[src/rtl/mem_rd_arb_pkg.sv]
// Shared constants and types for the data-memory read-port arbiter.
// Default sizes, the address type and the per-cycle lookup outcome.
package mem_pkg;

  localparam int N_DEF       = 3;
  localparam int AW_DEF      = 16;
  localparam int MAX_OUT_DEF = 4;

  typedef logic [AW_DEF-1:0] maddr_t;

  typedef enum logic [1:0] {
    LK_IDLE,
    LK_MERGE,
    LK_ISSUE,
    LK_STALL
  } lookup_e;

endpackage

[src/rtl/mem_rd_arb_if.sv]
// Requester/memory-side bundle of the read-port arbiter.
// The slave modport is the arbiter's view; master is the environment's.
interface mem_rd_arb_if #(
  parameter int N       = mem_pkg::N_DEF,
  parameter int AW      = mem_pkg::AW_DEF,
  parameter int MAX_OUT = mem_pkg::MAX_OUT_DEF
);

  localparam int CW = $clog2(MAX_OUT) + 1;

  logic [N-1:0]    req_valid;
  logic [N*AW-1:0] req_addr;
  logic [N-1:0]    req_gnt;
  logic            mem_re;
  logic [AW-1:0]   mem_raddr;
  logic            mem_ready;
  logic [AW-1:0]   mem_addr_out;
  logic [CW-1:0]   out_cnt;
  logic            busy;

  modport master (
    output req_valid, req_addr, mem_ready, mem_addr_out,
    input  req_gnt, mem_re, mem_raddr, out_cnt, busy
  );

  modport slave (
    input  req_valid, req_addr, mem_ready, mem_addr_out,
    output req_gnt, mem_re, mem_raddr, out_cnt, busy
  );

endinterface

[src/rtl/mem_rd_arb_rr_pick.sv]
// Round-robin find-first: the first set request above ptr, wrapping around.
// Purely combinational; returns the winner both one-hot and as an index.
module rr_pick #(
  parameter int N  = 3,
  parameter int IW = (N > 1) ? $clog2(N) : 1
) (
  input  logic [N-1:0]  req,
  input  logic [IW-1:0] ptr,
  output logic [N-1:0]  gnt_oh,
  output logic [IW-1:0] idx,
  output logic          found
);

  always_comb begin : scan
    int j;
    gnt_oh = '0;
    idx    = '0;
    found  = 1'b0;
    j      = 0;
    for (int k = 1; k <= N; k++) begin
      j = (int'(ptr) + k) % N;
      if (!found && req[j]) begin
        found     = 1'b1;
        gnt_oh[j] = 1'b1;
        idx       = IW'(j);
      end
    end
  end

endmodule

[src/rtl/mem_rd_arb.sv]
// Shares one long-latency memory read port among N requesters, merging
// requests to addresses already in flight via a small outstanding table.
module mem_rd_arb
  import mem_pkg::*;
#(
  parameter int N       = N_DEF,
  parameter int MAX_OUT = MAX_OUT_DEF,
  parameter int AW      = AW_DEF
) (
  input logic         clk,
  input logic         rst_n,
  mem_rd_arb_if.slave bus
);

  localparam int IW = (N > 1) ? $clog2(N) : 1;
  localparam int FW = (MAX_OUT > 1) ? $clog2(MAX_OUT) : 1;
  localparam int CW = $clog2(MAX_OUT) + 1;

  logic [MAX_OUT-1:0] ent_valid;
  logic [AW-1:0]      ent_addr [MAX_OUT];
  logic [IW-1:0]      ptr;
  logic               mem_re_q;
  logic [AW-1:0]      mem_raddr_q;

  logic [N-1:0]       pick_oh;
  logic [IW-1:0]      pick_idx;
  logic               pick_found;
  logic [AW-1:0]      cand_addr;
  logic [MAX_OUT-1:0] ret_hit;
  logic [MAX_OUT-1:0] cam_hit;
  logic [FW-1:0]      free_idx;
  logic               free_found;
  lookup_e            lookup;
  logic [N-1:0]       grant_oh;
  logic               alloc;
  logic [MAX_OUT-1:0] valid_nxt;
  logic [CW-1:0]      cnt;

  rr_pick #(.N(N), .IW(IW)) u_pick (
    .req    (bus.req_valid),
    .ptr    (ptr),
    .gnt_oh (pick_oh),
    .idx    (pick_idx),
    .found  (pick_found)
  );

  assign cand_addr = bus.req_addr[int'(pick_idx)*AW +: AW];

  // An entry retiring this cycle can't serve a merge: its requester would miss
  // the broadcast. It also stays occupied until the edge, so isn't free yet.
  always_comb begin
    ret_hit    = '0;
    cam_hit    = '0;
    free_idx   = '0;
    free_found = 1'b0;
    for (int e = 0; e < MAX_OUT; e++) begin
      ret_hit[e] = bus.mem_ready && ent_valid[e] && (ent_addr[e] == bus.mem_addr_out);
      cam_hit[e] = ent_valid[e] && (ent_addr[e] == cand_addr) && !ret_hit[e];
      if (!free_found && !ent_valid[e]) begin
        free_found = 1'b1;
        free_idx   = FW'(e);
      end
    end
  end

  always_comb begin
    lookup = LK_IDLE;
    if (rst_n && pick_found) begin
      if (|cam_hit)        lookup = LK_MERGE;
      else if (free_found) lookup = LK_ISSUE;
      else                 lookup = LK_STALL;
    end
    grant_oh  = (lookup == LK_MERGE || lookup == LK_ISSUE) ? pick_oh : '0;
    alloc     = (lookup == LK_ISSUE);
    valid_nxt = ent_valid & ~ret_hit;
    if (alloc) valid_nxt[free_idx] = 1'b1;
  end

  always_comb begin
    cnt = '0;
    for (int e = 0; e < MAX_OUT; e++) cnt = cnt + CW'(ent_valid[e]);
  end

  always_ff @(posedge clk or negedge rst_n) begin
    if (!rst_n) begin
      ent_valid   <= '0;
      for (int e = 0; e < MAX_OUT; e++) ent_addr[e] <= '0;
      ptr         <= IW'(N - 1);
      mem_re_q    <= 1'b0;
      mem_raddr_q <= '0;
    end else begin
      ent_valid <= valid_nxt;
      if (alloc) ent_addr[free_idx] <= cand_addr;
      if (|grant_oh) ptr <= pick_idx;
      mem_re_q    <= alloc;
      mem_raddr_q <= alloc ? cand_addr : '0;
    end
  end

  assign bus.req_gnt   = grant_oh;
  assign bus.mem_re    = mem_re_q;
  assign bus.mem_raddr = mem_raddr_q;
  assign bus.out_cnt   = cnt;
  assign bus.busy      = (cnt != '0) || mem_re_q;

endmodule
[src/flat_wrapper.sv]
// flat-port wrapper written by rule: the top's interface ports become plain ports
module mem_rd_arb_flat import mem_pkg::*;
#(
  parameter int N       = N_DEF,
  parameter int MAX_OUT = MAX_OUT_DEF,
  parameter int AW      = AW_DEF
)
  (clk, rst_n, bus_req_valid, bus_req_addr, bus_mem_ready, bus_mem_addr_out, bus_req_gnt, bus_mem_re, bus_mem_raddr, bus_out_cnt, bus_busy);
  mem_rd_arb_if #(.N(N), .AW(AW), .MAX_OUT(MAX_OUT)) bus_i ();
  input logic clk;
  input logic rst_n;
  input wire logic [$bits(bus_i.req_valid)-1:0] bus_req_valid;
  input wire logic [$bits(bus_i.req_addr)-1:0] bus_req_addr;
  input wire logic [$bits(bus_i.mem_ready)-1:0] bus_mem_ready;
  input wire logic [$bits(bus_i.mem_addr_out)-1:0] bus_mem_addr_out;
  output wire logic [$bits(bus_i.req_gnt)-1:0] bus_req_gnt;
  output wire logic [$bits(bus_i.mem_re)-1:0] bus_mem_re;
  output wire logic [$bits(bus_i.mem_raddr)-1:0] bus_mem_raddr;
  output wire logic [$bits(bus_i.out_cnt)-1:0] bus_out_cnt;
  output wire logic [$bits(bus_i.busy)-1:0] bus_busy;
  assign bus_i.req_valid = bus_req_valid;
  assign bus_i.req_addr = bus_req_addr;
  assign bus_i.mem_ready = bus_mem_ready;
  assign bus_i.mem_addr_out = bus_mem_addr_out;
  assign bus_req_gnt = bus_i.req_gnt;
  assign bus_mem_re = bus_i.mem_re;
  assign bus_mem_raddr = bus_i.mem_raddr;
  assign bus_out_cnt = bus_i.out_cnt;
  assign bus_busy = bus_i.busy;
  mem_rd_arb #(.N(N), .MAX_OUT(MAX_OUT), .AW(AW)) u_core (.clk(clk), .rst_n(rst_n), .bus(bus_i));
endmodule
[config.mk]
export PLATFORM = sky130hd
export DESIGN_NAME = mem_rd_arb_flat
export DESIGN_NICKNAME = d
export VERILOG_FILES = /design/src/rtl/mem_rd_arb_pkg.sv /design/src/rtl/mem_rd_arb_if.sv /design/src/rtl/mem_rd_arb_rr_pick.sv /design/src/rtl/mem_rd_arb.sv /design/src/flat_wrapper.sv
export SDC_FILE = /design/constraint.sdc
export NUM_CORES = 1
export LEC_CHECK = 0
export CORE_ASPECT_RATIO = 1.1
export CORE_MARGIN = 5
export CORE_UTILIZATION = 30
export DETAILED_ROUTE_END_ITERATION = 8
export PLACE_DENSITY = 0.56
export SLEW_MARGIN = 10
export SYNTH_ARGS = -nofsm -noshare
export SYNTH_HDL_FRONTEND = slang
export SYNTH_SLANG_ARGS = --single-unit
export TNS_END_PERCENT = 20
[constraint.sdc]
create_clock -name clk -period 5.6 [get_ports clk]
set_input_delay 0.84 -clock clk [delete_from_list [all_inputs] [get_ports clk]]
set_output_delay 0.84 -clock clk [all_outputs]
set_load 0.01 [all_outputs]
==> results.toml, run 1 <==
[finish]
regArea_um2 = 2180
multi_input_area_um2 = 3760
drive_above_1_share = 0.235
antenna_cells = 0
area_delta_synth_final_pct = 44.1
layout_common_cells = "buf_4 (128), clkdlybuf4s50_1 (86), dfrtp_1 (86), nand2_1 (83), o21ai_0 (78)"
fill_cells = 1986
final_common_cell = "buf_4"
final_nets = 956
fin_util = 0.436

[worst_setup_path]
end_kind = "output port"
r2r_slack_ns = 0.95
critPathArrivalTime_ns = 4.52
required_ns = 4.76
r2r_end = "u_core.ptr[0]"
path_cells = "ha_4 -> buf_4 -> and3b_1 -> buf_4 -> and2_1 -> a221oi_2 -> a32oi_1 -> a31oi_1 -> a221o_1 -> a2111oi_2 -> nand4_1 -> o2111ai_2 -> buf_4 -> o21bai_1 -> ha_1 -> buf_4 -> nor2_1 -> buf_2"
cp_common_cell = "buf_4"
max_stage_delay_ns = 0.56
startpoint_type = "flop"
r2r_start = "u_core.ptr[1]"
critPathBufInv = 5
crit_type = "flop to output port"
reg2reg_depth = 20
crit_family = "compound AO/OA/AOI/OAI gates"
slowest_stage = "dfstp_2"
cp_max_fo = 20

[floorplan]
die_width_um = 144
num_rows = 54
die_h_um = 158
design.die.area_um2 = 22800
design.core.area_um2 = 19700
io_pins = 94
start_util = 0.302

[synthesis]
ys_warn_count = 0
netlist_area_um2 = 5970
synthDistinctLibCells = 65
synthTopCellsByArea = "dfrtp_1 (36%), xor2_1 (10%), xnor2_1 (6.9%), o21ai_0 (6.6%), nand2_1 (5.3%)"
synth-edff-count = 0
ys_ff_latch = 87
syn-num-nets = 761
netlist_instances = 681
synth_top_area_frac = 0.361
synth_top_area_cell = "dfrtp_1"
synth_async_sr_flop_share = 1.00
synth_ff_type = "dfrtp_1"
synth_seq_area_share = 0.365
syn_area_per_cell_um2 = 8.76

[sta]
final-setup-viol-count = 0
max_freq_mhz = 187
min_period_over_period = 0.957
finalSetupTns_ns = 0
rsz0062_at_grt = "no"
drv_slew = 0
final_hold_viol_count = 0
worst_slew_pin_slew_ns = 0.662
slew-limit-headroom = 0.559
fin_worst_skew_ns = 0.00498
post-route-min-period_ns = 5.36

[global_routing]
antenna_found_initial = 0
grt_max_degree = 52
track_usage = 0.198
grt.overflow.total = 0
grt_pass1_wl_um = 34500
grt_pass1_vias = 6015

[min_path]
min_to = "u_core.ent_addr[23]"
whs_path_depth = 2
min_from = "u_core.ent_addr[23]"
hold_path.class = "flop to flop"

[job]
cap_violations = 0

[clock_network]
cts_tree = "built"
cts.sinks = 87
clock_latency_ns = 0.34
clkSlewWorstSetupHoldPaths_ns = 0.06
cts_made_buffers = 9
h-tree-depth = 3
clock-root-buffer = "clkbuf_16"
clockBufferDepth = 2

[detailed_routing]
vias_per_cell = 5.14
wire_per_inst_um = 19.9
wl_um = 22600
antenna_left = 0
drt_iter0_drc = 317
dr_total_vias = 5825
drc = 0
drtPass1Iterations = 5

[placed_design]
io_buffers = 93
hpwl_um = 17800
gp_congestion = 0.973

[run_status]
status = "finished, final reports clean"
## Yosys cell counts (all sizes together) (4+ instances only)
cell / instances
dfrtp: 86
and3: 4
a21oi: 8
nand4: 8
buf: 20
nor2: 32
ha: 9
a311oi: 13
o21ai: 85
inv: 21
mux2: 5
o211ai: 8
o2111ai: 5
a21o: 4
nand2: 84
mux2i: 6
nor3: 14
nand3b: 5
xor2: 70
clkbuf: 21
nor2b: 6
a31oi: 8
a31o: 10
nor4: 20
xnor2: 47
a211oi: 6
nand3: 24
o21a: 7
## logic make-up after synthesis
group                      count (synthesis)  synth area share
buffers and inverters                     62            0.0453
and+or+nand+nor                          211             0.168
AOI/OAI and AO/OA                        183             0.207
DFF                                       87             0.365
muxes                                     11            0.0201
adders and majority gates                 10            0.0222
xor gates and xnor gates                 117             0.172
## worst min-delay path: stages (launching register included)
cell	delay, ns
dfrtp_1	0.39
nand2_1	0.06
o21ai_0	0.06
## per-stage QoR
step / hold WS, ns / cell area, um2 / cells / worst slack (ns)
CTS: 0.548 / 8390 / 1129 / 0.0266
detailed placement: 0.533 / 7970 / 1112 / -0.555
global placement: 0.527 / 7970 / 1112 / -0.416
finish: 0.545 / 8600 / 1133 / 0.240
global route: 0.582 / 8600 / 1133 / 0.0445
floorplan: 0.491 / 5970 / 681 / 0.882
## worst max-delay path by stage
stage                     startpoint        endpoint  slack (ns)  cells after the start
floorplan           bus_req_valid[1]  bus_req_gnt[0]        0.88                     14
global placement    bus_req_valid[0]  bus_req_gnt[0]       -0.42                     15
detailed placement  bus_req_valid[0]  bus_req_gnt[0]       -0.55                     15
CTS                 bus_req_valid[1]  bus_req_gnt[0]        0.03                     20
global route           u_core.ptr[1]  bus_req_gnt[2]        0.04                     21
finish                 u_core.ptr[1]  bus_req_gnt[1]        0.24                     18
## flip-flops by register name, summed over array words and instances, names as in the netlist
register	cells
u_core.bus.mem_raddr	16
u_core.bus.mem_re	1
u_core.ent_addr	64
u_core.ent_valid	4
u_core.ptr	2
## per-layer routing
metal,routed length [um],part of all wire,up-vias,GRT usage
met2,10900,0.48,170,0.335
met3,1170,0.052,31,0.0299
met1,10100,0.45,2801,0.265
li1,-,-,2823,-
met5,0,0,-,0
met4,438,0.019,0,0.0555
## final cells by class
type                    instances  share of cell area
multi-input cells             532               0.437
flip-flops and latches         87               0.253
repair buffers                225               0.226
well taps                     252              0.0367
clock buffers                  11              0.0282
clock inverters                 5             0.00946
inverters                      21             0.00917
## timing repair
action,CTS,global route
pin swaps,7,9
setup endpoints to repair,3,3
resized for setup,35,31
setup buffers,1,3
hold buffers,0,0
gates cloned,0,1
Power of run 1 is left out: the tool's default activity adds up to more than one toggle a clock period on the data nets, which glitch-free logic cannot reach.
==> run 2: changes to the inputs <==
SETUP_SLACK_MARGIN = 0.15   (was unset)
==> run 2 against run 1 <==
Effect of this change: non-clock buffer count grew 3; utilization grew 0.55 points; count of clock-buffer cells in the layout is the same; via count grew 0.55%; global-route usage is the same; clock skew is essentially flat; design area grew 1.3%; critical path depth grew 1; critical endpoint unchanged.
==> results.toml, run 2 (synthesis gave the netlist of run 1 again) <==
[min_path]
hold_path.class = "flop to flop"
min_from = "u_core.ent_addr[23]"
whs_path_depth = 2

[global_routing]
grt_pass1_wl_um = 34600
grt_max_degree = 52
grt.overflow.total = 0
antenna_found_initial = 0
grt_pass1_vias = 6018
track_usage = 0.198

[run_status]
status = "finished, final reports clean"

[clock_network]
clock_latency_ns = 0.34
cts_made_buffers = 9
cts.sinks = 87
h-tree-depth = 3
cts_hold_buffers = 0
cts_tree = "built"
clockBufferDepth = 2
clkSlewWorstSetupHoldPaths_ns = 0.06
clock-root-buffer = "clkbuf_16"

[job]
cap_violations = 0

[finish]
final_common_cell = "buf_4"
antenna_cells = 0
regMostFlops = "u_core.ent_addr"
final_nets = 959
drive_above_1_share = 0.248
layout_common_cells = "buf_4 (130), clkdlybuf4s50_1 (86), dfrtp_1 (86), nand2_1 (83), o21ai_0 (78)"
largest_register_ffs = 64
instances_no_fill = 1136
area_delta_synth_final_pct = 45.9

[detailed_routing]
antenna_left = 0
drc = 0
wl_um = 22700
vias_per_cell = 5.16
wire_per_inst_um = 20.0
drt_iter0_drc = 324
dr_total_vias = 5857
drtPass1Iterations = 5

[floorplan]
start_util = 0.302
design.die.area_um2 = 22800
design.core.area_um2 = 19700
num_rows = 54
die_h_um = 158
die_width_um = 144
io_pins = 94

[worst_setup_path]
r2r_start = "u_core.ptr[1]"
critPathArrivalTime_ns = 4.46
startpoint_type = "input port"
cp_max_fo = 5
end_kind = "output port"
crit_start = "bus_req_valid[0]"
required_ns = 4.76
crit_type = "input port to output port"
reg2reg_depth = 22

[sta]
min_period_over_period = 0.947
final_hold_viol_count = 0
rsz0062_at_grt = "yes"
slew-limit-headroom = 0.554
post-route-min-period_ns = 5.30
max_freq_mhz = 189
drv_slew = 0
fin_worst_skew_ns = 0.00490
worst_slew_pin_slew_ns = 0.669
final-setup-viol-count = 0

[placed_design]
dpl.cell_count = 1112
gp_congestion = 0.973
hpwl_um = 17800
io_buffers = 93
-- run 2: per-layer routing --
metal,up-vias,routed length [um],track usage
met5,-,0,0
met4,0,443,0.0555
met3,29,1180,0.0299
met2,169,10900,0.335
met1,2837,10100,0.265
li1,2822,-,-
-- run 2: timing repair --
action | in CTS | in global routing
hold endpoints to repair | 0 | 0
gates cloned | 0 | 1
resized for setup | 37 | 44
buffers inserted | 1 | 6
endpoints found under the setup margin | 3 | 3
pin swaps | 8 | 14
-- run 2: path summary, 6_finish.rpt --
kind	endpoint	slack, ns
max in group asynchronous	u_core.ent_addr[43]	3.91
setup reg to reg	u_core.ptr[0]	1.02
hold / removal	u_core.ent_addr[23]	0.55
setup / recovery	bus_req_gnt[1]	0.30
min in group asynchronous	u_core.ent_addr[28]	0.64
hold reg to reg	u_core.ent_addr[23]	0.55
-- run 2: final cells by class --
cell class | instances | area [um2]
Clock inverter | 5 | 81.3
Inverter | 21 | 78.8
Multi-Input combinational cell | 532 | 3840
Sequential cell | 87 | 2180
Clock buffer | 11 | 243
Tap cell | 252 | 315
Timing Repair Buffer | 228 | 1970
Fill cell | 1972 | 11000
-- run 2: worst max-delay path, cell delays in order --
cell,delay [ns]
dlygate4sd2_1,0.27
buf_4,0.16
mux2i_2,0.20
o211ai_1,0.13
buf_4,0.17
a21oi_4,0.26
buf_4,0.18
a311oi_2,0.05
a31oi_1,0.32
xnor2_1,0.16
nand4_1,0.13
or4_1,0.56
o2111ai_2,0.08
buf_4,0.15
o21bai_1,0.07
ha_1,0.33
buf_4,0.15
nor2_2,0.10
buf_2,0.14
-- run 2: stage by stage --
step                      utilization  area, um2  setup WS, ns  hold slack (ns)  TNS (ns)
after floorplan                     -       5970         0.882            0.491         0
after global placement          0.404       7970        -0.416            0.527     -1.24
after detailed placement        0.404       7970        -0.555            0.533     -1.65
after CTS                       0.425       8390        0.0871            0.548         0
after global routing            0.441       8710         0.113            0.582         0
final                           0.441       8710         0.299            0.545         0
Power of run 2 is left out for the same reason.
